`src/rtl/fft_pkg.sv`:
```
// Shared run-state encoding and beat geometry for the FFT run controller.
package fft_pkg;

  typedef enum logic [2:0] {
    IDLE    = 3'd0,
    LOAD    = 3'd1,
    ARM     = 3'd2,
    COMPUTE = 3'd3,
    UNLOAD  = 3'd4,
    ERROR   = 3'd5
  } run_state_t;

  localparam int BEAT_SAMPLES = 4;

  // Base address of the final beat for N = 8 << cfg points.
  function automatic logic [15:0] last_addr(input logic [2:0] cfg);
    return (16'd8 << cfg) - 16'(BEAT_SAMPLES);
  endfunction

endpackage

```
`src/rtl/fft_beat_addr_gen.sv`:
```
// Beat base-address counter: steps BEAT_SAMPLES per advance, holds at the last beat.
// Registered address, combinational last flag; advance is ignored once at the last beat.
module fft_beat_addr_gen
  import fft_pkg::*;
#(
  parameter int AW = 10
) (
  input  logic          clk,
  input  logic          i_resetn,
  input  logic          i_clear,
  input  logic          i_advance,
  input  logic [2:0]    i_cfg,
  output logic [AW-1:0] o_addr,
  output logic          o_last
);

  logic [AW-1:0] r_addr;
  logic [AW-1:0] w_last_addr;

  assign w_last_addr = AW'(last_addr(i_cfg));

  always_ff @(posedge clk or negedge i_resetn) begin
    if (!i_resetn) begin
      r_addr <= '0;
    end else if (i_clear) begin
      r_addr <= '0;
    end else if (i_advance && !o_last) begin
      r_addr <= r_addr + AW'(BEAT_SAMPLES);
    end
  end

  assign o_addr = r_addr;
  assign o_last = (r_addr == w_last_addr);

endmodule

```
`src/rtl/fft_run_ctrl.sv`:
```
// One-run FFT sequencer: start -> load beats -> arm -> compute (timeout) -> unload beats.
// All outputs registered (1-cycle response); load/unload stall indefinitely on host valid/ready.
module fft_run_ctrl
  import fft_pkg::*;
#(
  parameter int unsigned TIMEOUT_CYC = 65535,
  parameter int          AW          = 10
) (
  input  logic          clk,
  input  logic          i_resetn,
  input  logic          i_start,
  input  logic [2:0]    i_point_cfg,
  input  logic          i_abort,
  input  logic          i_ld_valid,
  output logic          o_ld_ready,
  output logic [AW-1:0] o_ld_addr,
  output logic [2:0]    o_point_cfg,
  output logic          o_dp_resetn,
  output logic          o_working,
  input  logic          i_fft_done,
  input  logic          i_bank_sel,
  output logic          o_rd_valid,
  input  logic          i_rd_ready,
  output logic [AW-1:0] o_rd_addr,
  output logic          o_rd_bank,
  output logic          o_busy,
  output logic          o_done,
  output logic          o_error,
  output logic [15:0]   o_cycles
);

  run_state_t r_state;
  logic       r_ld_ready;
  logic       r_working;
  logic       r_rd_valid;
  logic       r_busy;
  logic       r_done;
  logic       r_error;
  logic       r_dp_resetn;
  logic       r_rd_bank;
  logic [2:0] r_point_cfg;
  logic [15:0] r_cycles;

  logic          w_start;
  logic          w_ld_fire;
  logic          w_rd_fire;
  logic          w_ld_last;
  logic          w_rd_last;
  logic [15:0]   w_cyc_inc;
  logic [AW-1:0] w_ld_addr;
  logic [AW-1:0] w_rd_addr;

  // Abort masks every handshake so no address moves on the abort cycle.
  assign w_start   = (r_state == IDLE) && i_start && !i_abort;
  assign w_ld_fire = (r_state == LOAD) && r_ld_ready && i_ld_valid && !i_abort;
  assign w_rd_fire = (r_state == UNLOAD) && r_rd_valid && i_rd_ready && !i_abort;
  assign w_cyc_inc = (r_cycles == 16'hFFFF) ? r_cycles : r_cycles + 16'd1;

  fft_beat_addr_gen #(.AW(AW)) u_ld_addr (
    .clk       (clk),
    .i_resetn  (i_resetn),
    .i_clear   (w_start),
    .i_advance (w_ld_fire),
    .i_cfg     (r_point_cfg),
    .o_addr    (w_ld_addr),
    .o_last    (w_ld_last)
  );

  fft_beat_addr_gen #(.AW(AW)) u_rd_addr (
    .clk       (clk),
    .i_resetn  (i_resetn),
    .i_clear   (w_start),
    .i_advance (w_rd_fire),
    .i_cfg     (r_point_cfg),
    .o_addr    (w_rd_addr),
    .o_last    (w_rd_last)
  );

  always_ff @(posedge clk or negedge i_resetn) begin
    if (!i_resetn) begin
      r_state     <= IDLE;
      r_ld_ready  <= 1'b0;
      r_working   <= 1'b0;
      r_rd_valid  <= 1'b0;
      r_busy      <= 1'b0;
      r_done      <= 1'b0;
      r_error     <= 1'b0;
      r_dp_resetn <= 1'b0;
      r_rd_bank   <= 1'b0;
      r_point_cfg <= 3'd0;
      r_cycles    <= 16'd0;
    end else begin
      r_done <= 1'b0;
      if (i_abort) begin
        r_state     <= IDLE;
        r_busy      <= 1'b0;
        r_ld_ready  <= 1'b0;
        r_working   <= 1'b0;
        r_rd_valid  <= 1'b0;
        r_dp_resetn <= 1'b0;
      end else begin
        case (r_state)
          IDLE: begin
            r_dp_resetn <= 1'b0;
            if (i_start) begin
              r_point_cfg <= i_point_cfg;
              r_cycles    <= 16'd0;
              r_error     <= 1'b0;
              r_ld_ready  <= 1'b1;
              r_busy      <= 1'b1;
              r_state     <= LOAD;
            end
          end
          LOAD: begin
            if (w_ld_fire && w_ld_last) begin
              r_ld_ready  <= 1'b0;
              r_dp_resetn <= 1'b1;
              r_state     <= ARM;
            end
          end
          ARM: begin
            r_working <= 1'b1;
            r_state   <= COMPUTE;
          end
          COMPUTE: begin
            r_cycles <= w_cyc_inc;
            // Done is checked first so it wins over a coincident timeout.
            if (i_fft_done) begin
              r_rd_bank  <= i_bank_sel;
              r_working  <= 1'b0;
              r_rd_valid <= 1'b1;
              r_state    <= UNLOAD;
            end else if (w_cyc_inc >= 16'(TIMEOUT_CYC)) begin
              r_error     <= 1'b1;
              r_working   <= 1'b0;
              r_dp_resetn <= 1'b0;
              r_state     <= ERROR;
            end
          end
          UNLOAD: begin
            if (w_rd_fire && w_rd_last) begin
              r_rd_valid  <= 1'b0;
              r_done      <= 1'b1;
              r_dp_resetn <= 1'b0;
              r_busy      <= 1'b0;
              r_state     <= IDLE;
            end
          end
          ERROR: begin
            r_busy  <= 1'b0;
            r_state <= IDLE;
          end
          default: begin
            r_state     <= IDLE;
            r_busy      <= 1'b0;
            r_ld_ready  <= 1'b0;
            r_working   <= 1'b0;
            r_rd_valid  <= 1'b0;
            r_dp_resetn <= 1'b0;
          end
        endcase
      end
    end
  end

  assign o_ld_ready  = r_ld_ready;
  assign o_ld_addr   = w_ld_addr;
  assign o_point_cfg = r_point_cfg;
  assign o_dp_resetn = r_dp_resetn;
  assign o_working   = r_working;
  assign o_rd_valid  = r_rd_valid;
  assign o_rd_addr   = w_rd_addr;
  assign o_rd_bank   = r_rd_bank;
  assign o_busy      = r_busy;
  assign o_done      = r_done;
  assign o_error     = r_error;
  assign o_cycles    = r_cycles;

endmodule
```
`config.mk`:
```
export PLATFORM = sky130hd
export DESIGN_NAME = fft_run_ctrl
export DESIGN_NICKNAME = d
export VERILOG_FILES = /design/src/rtl/fft_pkg.sv /design/src/rtl/fft_beat_addr_gen.sv /design/src/rtl/fft_run_ctrl.sv
export SDC_FILE = /design/constraint.sdc
export NUM_CORES = 1
export LEC_CHECK = 0
export ABC_AREA = 1
export CAP_MARGIN = 20
export CORE_MARGIN = 2
export CORE_UTILIZATION = 48
export DETAILED_ROUTE_END_ITERATION = 10
export PLACE_DENSITY = 0.77
export SYNTH_ARGS = -nofsm -noshare
export SYNTH_HDL_FRONTEND = slang
export SYNTH_SLANG_ARGS = --single-unit
```
`constraint.sdc`:
```
create_clock -name clk -period 2.1 [get_ports clk]
set_clock_uncertainty 0.1 [all_clocks]
set_input_delay 0.42 -clock clk [delete_from_list [all_inputs] [get_ports clk]]
set_output_delay 0.42 -clock clk [all_outputs]
set_load 0.05 [all_outputs]
```
==> results.yml, run 1 <==
global_routing:
  grt_pass1_wl_mm: 15.2
  antenna_found_initial: 0
  grt-busiest-layer: "met2"
  grt_max_degree: 27
  gr-usage-met2_pct: 40.9
  met1_usage_pct: 37.8
  grtUsageTotal_pct: 25.8
  grt_pass1_vias: 3191
  grt_overflow: 0
  use_met3_pct: 2.60
drt:
  antenna_left: 0
  vias: 3638
  wl_per_cell_um: 14.5
  totalWireLength_mm: 9.67
  vias_per_cell: 5.46
  initialDrtViolationCount: 234
  dr.pass1.iters: 10
  drc: 2
timing:
  timing_hold_violations_final: 0
  setup_violations: 8
  max_freq_mhz: 454
  finalHoldWorstSlack_ps: 399
  slew_violations: 0
  layout_worst_path_cycle_share_pct: 105
  fin_crit_ps: 2200
  fin_ws_ps: -102
  max-slew-margin-rel_pct: 64.5
  fin_tns_setup_ps: -350
  tightest_slew_ps: 533
  rsz0062_at_grt: "yes"
synth:
  syn_area_per_cell_um2: 6.67
  synthArstFlopShare_pct: 100
  seq_area_frac_synth_pct: 35.9
  ys_types: 32
  synth_area_leaders: "dfrtp_1 36%, nand2_1 17%, inv_1 6.4%"
  syn_inst: 481
  synth_top_area_share_pct: 35.9
  yosysMostFrequentCell: "nand2_1"
  synthTopCellsByCount: "143 x nand2_1, 55 x inv_1, 53 x nor2_1"
  synth_top_cell_by_area: "dfrtp_1"
  syn-cell-area_um2: 3210
  yosys_warnings: 0
  synth_flop_cell: "dfrtp_1"
  ys_seq_elements: 46
  synth-edff-count: 0
setup_path:
  end_kind: "register"
  critPathKind: "register to register"
  startpoint_type: "register"
  worstPathArrival_ps: 2310
  crit_fanout: 4
  crit_slowest_cell: "dfrtp_2"
  crit_chain: "nor2_4 > nand2_4 > ha_4 > xnor2_1 > nor2_1 > nand3_1 > nor2_2 > nand3b_1 > nand2_2 > nand2_4 > nor2_4 > nand2_2 > nand2_1 > nand2_1"
  reg2reg_depth: 14
  cp_slowest_stage_delay_ps: 460
  cp_data_required_time_ps: 2210
clock_tree:
  cts_sinks: 46
  cts_buffer_depth: 2
  insertion_delay_ps: 310
  clk_pin_slew_ps: 100
  cts-root-buf: "clkbuf_8"
  cts-buffers-inserted: 5
  cts_tree: "done"
  htreeDepth: 2
die:
  num_rows: 29
  io_pins: 58
  coreArea_um2: 6420
  die_area_um2: 7350
  die_h_um: 85.7
  initial_utilization_pct: 49.9
  die_w_um: 85.7
final_layout:
  area_growth_pct: 43.8
  nNetsFinal: 603
  antenna_cells: 0
  drive_gt1_share_pct: 30.7
  stdcell_count: 666
job:
  maxCapViolCount: 0
power_and_ir_drop:
  leakage_nw: 2.21
  peakVddDrop_mv: 0.477
  powerDensity_nw_per_um2: 1010
  totalPowerFinal_mw: 4.66
place:
  port_buffers: 53
  globalplace.congestion: 0.952
  dp_cells: 639
  dp_hpwl_mm: 7.13
worst_hold_path:
  holdPathStages: 2
  hold_class: "register to register"
status:
  violations: "DRC, setup timing"
  status: "complete, but fails checks"
worst max-delay path: cells and delay by family (launching register included):
| kind | cells | cell delay (ps) |
|---|---|---|
| and+or+nand+nor | 12 | 1190 |
| DFF | 1 | 460 |
| adders and majority gates | 1 | 220 |
| xor gates and xnor gates | 1 | 140 |
cell usage in the layout (no fill, tap or decap), drive strengths merged, types with 6 or more instances in the layout:
cell,n
a21oi,6
buf,74
clkdlybuf4s50,25
dfrtp,46
dlymetal6s2s,6
inv,62
nand2,153
nand3,42
nand4,16
nor2,63
o21ai,43
xor2,11
what timing repair did:
| item | in CTS | in global routing |
|---|---|---|
| endpoints found under the setup margin | 11 | 30 |
| gates resized for setup | 4 | 81 |
| pin swaps | 3 | 39 |
| endpoints found under the hold margin | 11 | 0 |
| hold buffers | 1 | 0 |
| setup buffers | 2 | 16 |
metal layers:
metal / part of all wire, % / wire, um
met5: 0 / 0
met4: 1.3 / 127
met3: 5.7 / 553
met2: 48 / 4600
met1: 45 / 4390
registers in the layout, summed over array words and instances, names as in the netlist:
signal            cells
o_error               1
o_cycles             16
r_state               3
u_rd_addr.o_addr      8
o_dp_resetn           1
o_point_cfg           3
o_done                1
u_ld_addr.o_addr      8
o_working             1
o_rd_bank             1
o_rd_valid            1
o_ld_ready            1
o_busy                1
cell type report:
cell class	instances	area, um^2
clock buffers	5	68.8
fillers	528	1810
well taps	77	96.3
inverters	62	244
clock inverters	3	47.5
multi-input cells	365	2070
repair buffers	108	918
flip-flops and latches	46	1170
path summary, 6_finish.rpt:
path | startpoint | to | slack (ps)
max | o_point_cfg[0] | r_state[0] | -100
min | o_rd_bank | o_rd_bank | 400
max reg2reg | o_point_cfg[0] | r_state[0] | -100
min reg2reg | o_rd_bank | o_rd_bank | 400
max in group asynchronous | i_resetn | o_cycles[14] | 840
min in group asynchronous | i_resetn | u_ld_addr.o_addr[5] | 520
stage by stage:
stage	setup slack, ps	util (%)	cell area [um^2]
floorplan	-129	-	3290
global placement	-17.5	63.4	4070
detailed placement	-108	63.4	4070
CTS	-38.5	65.7	4220
global route	-243	71.8	4610
finish	-102	71.8	4610
kinds of logic (layout without fill, tap and decap cells):
| group | Yosys count | in the layout | synth area share (%) |
|---|---|---|---|
| adders and majority gates | 4 | 4 | 1.56 |
| buffers and inverters | 73 | 178 | 9.44 |
| xor gates and xnor gates | 12 | 12 | 3.28 |
| DFF | 46 | 46 | 35.9 |
| other | 1 | 4 | 0.117 |
| AOI/OAI and AO/OA | 59 | 59 | 10.2 |
| and+or+nand+nor | 286 | 286 | 39.5 |
report_power, final:
part	internal, mW	leakage [nW]	switching [mW]
sequential	1.04	0.606	0.171
combinational	1.01	1.54	1.74
clock	0.364	0.0591	0.340
total	2.41	2.21	2.26
Power figures use the tool's default switching activity.
==> run 2, diff against run 1 <==
- SLEW_MARGIN: default -> 20
==> results of run 2 <==
Same layout as run 1: the final DEF is identical, and so are final timing and power.
==> run 3, diff against run 2 <==
- CORE_MARGIN: 2 -> default
- REMOVE_ABC_BUFFERS: default -> 1
==> run 3 against run 2 <==
Sequential cell count is the same. Setup slack improved by 41 ps. Fmax increased by 1.9%. The flow finishes with violations (hold timing, setup timing). Largest power group unchanged. Critical path depth rose by 1. Sequential share of layout area grew 0.64 points. Via count increased by 0.74%. Register-to-register slack better by 40 ps. Clock power is 5.4% lower. Highest routed layer unchanged. Non-clock buffer count shrank 1. Worst hold slack got worse by 400 ps. First-iteration DRC count down 29%.
==> results.yml, run 3 (same netlist as run 1, synthesis figures left out) <==
setup_path:
  end_kind: "register"
  cp_slowest_stage_delay_ps: 410
  critPathKind: "register to register"
  crit_chain: "nor2_1 > nand2_2 > ha_4 > nand4_1 > nand2_1 > nand2_1 > nand2_1 > nor2_2 > nand3b_1 > nand2_2 > nand2_2 > nor2_4 > buf_4 > nand3_2 > nand2_1"
  crit_fanout: 5
  cp_data_required_time_ps: 2240
  crit_slowest_cell: "dfrtp_1"
  worstPathArrival_ps: 2310
  cp_common_cell: "nand2_1"
  startpoint_type: "register"
  r2r_slack_ps: -60
clock_tree:
  clk_pin_slew_ps: 90
  insertion_delay_ps: 300
  htreeDepth: 2
  hold_buffers: 0
  cts_buffer_depth: 2
  cts_sinks: 46
  cts-root-buf: "clkbuf_8"
  cts-buffers-inserted: 5
  cts_tree: "done"
die:
  die_w_um: 83.7
  num_rows: 29
  die_h_um: 83.7
  initial_utilization_pct: 50.2
  die_area_um2: 7010
  coreArea_um2: 6390
  io_pins: 58
power_and_ir_drop:
  totalPowerFinal_mw: 4.68
  peakVddDrop_mv: 0.987
  pwr-share-seq_pct: 25.3
  p_sw_share_pct: 47.7
  power_switching_mw: 2.23
  p_int_mw: 2.45
  comb_power_share_pct: 60.4
  p_clk_share_pct: 14.2
  powerDensity_nw_per_um2: 1060
  leakage_nw: 2.17
status:
  violations: "hold timing, setup timing"
  status: "complete, but fails checks"
timing:
  max-slew-margin-rel_pct: 63.3
  finalHoldWorstSlack_ps: -2.38
  rsz0062_at_grt: "yes"
  max_freq_mhz: 463
  fin_ws_ps: -61.0
  tightest_slew_ps: 550
  fin_crit_ps: 2160
  slew_violations: 0
  fin_tns_setup_ps: -341
  timing_hold_violations_final: 8
  layout_worst_path_cycle_share_pct: 103
  setup_violations: 16
final_layout:
  layout.area.seq_um2: 1150
  final_cell_mix: "132 x nand2_1, 78 x buf_4, 55 x inv_1"
  design_area_um2: 4430
  antenna_cells: 0
  finish.utilization_pct: 69.4
  largest_reg_flops: 16
  drive_gt1_share_pct: 25.0
  nNetsFinal: 602
  multi_input_area_um2: 1950
  final_common_cell: "nand2_1"
  area_growth_pct: 38.1
  final.fill_count: 542
global_routing:
  grt_pass1_vias: 3341
  use_met3_pct: 3.96
  grt_max_degree: 26
  gr-usage-met2_pct: 47.7
  met1_usage_pct: 33.5
  grt-busiest-layer: "met2"
  grt_pass1_wl_mm: 15.3
  grt_overflow: 0
  antenna_found_initial: 0
  grtUsageTotal_pct: 26.9
place:
  postPlaceCellArea_um2: 4060
  port_buffers: 53
  dp_hpwl_mm: 7.08
  globalplace.congestion: 0.946
drt:
  wl_per_cell_um: 14.6
  totalWireLength_mm: 9.72
  dr.pass1.iters: 5
  initialDrtViolationCount: 165
  drc: 0
  vias: 3665
  vias_per_cell: 5.51
  antenna_left: 0
worst_hold_path:
  hold_class: "input pin to async pin"
job:
  maxCapViolCount: 0
-- run 3: worst paths after layout --
path	to	cells past startpoint	from
worst min register to register	o_rd_bank	2	o_rd_bank
worst min-delay path	o_point_cfg[2]	1	i_resetn
worst max register to register	r_state[2]	15	o_point_cfg[1]
max in group asynchronous	o_cycles[1]	2	i_resetn
min in group clk	o_rd_bank	2	o_rd_bank
worst max-delay path	r_state[2]	15	o_point_cfg[1]
-- run 3: what timing repair did --
item / 4_1_cts / 5_1_grt
endpoints found under the setup margin: 22 / 29
gates resized for setup: 17 / 35
buffers inserted: 3 / 6
pin swaps: 13 / 20
-- run 3: layout make-up --
type,instances,share of cell area [%]
inverters,62,5.31
multi-input cells,365,44.0
flip-flops and latches,46,26.0
clock buffers,7,1.72
well taps,77,2.18
repair buffers,107,20.1
clock inverters,1,0.678
-- run 3: power groups by stage --
stage               Combinational [mW]  Sequential, mW  Clock, mW
finish                            2.82            1.19      0.666
global route                      3.05            1.20      0.709
CTS                               2.54            1.18      0.679
detailed placement                2.36            1.19          0
global placement                  2.34            1.18          0
floorplan                         1.09            1.62          0
-- run 3: worst max-delay path: cells and delay by family (launching register included) --
| kind | cells | cell delay [ps] |
|---|---|---|
| adders and majority gates | 1 | 190 |
| DFF | 1 | 410 |
| buffers and inverters | 1 | 130 |
| and+or+nand+nor | 13 | 1270 |
-- run 3: stage by stage --
stage          setup WS [ps]  instances
2_1_floorplan           -357        473
4_1_cts                -25.3        659
5_1_grt                 -243        665
3_3_place_gp           -99.1        649
3_5_place_dp            -150        649
6_report               -61.0        665
-- run 3: layer usage --
layer	vias to the layer above	part of all wire, %
li1	1756	-
met1	1718	41
met2	164	50
met3	27	7.0
met4	0	2.2
met5	-	0
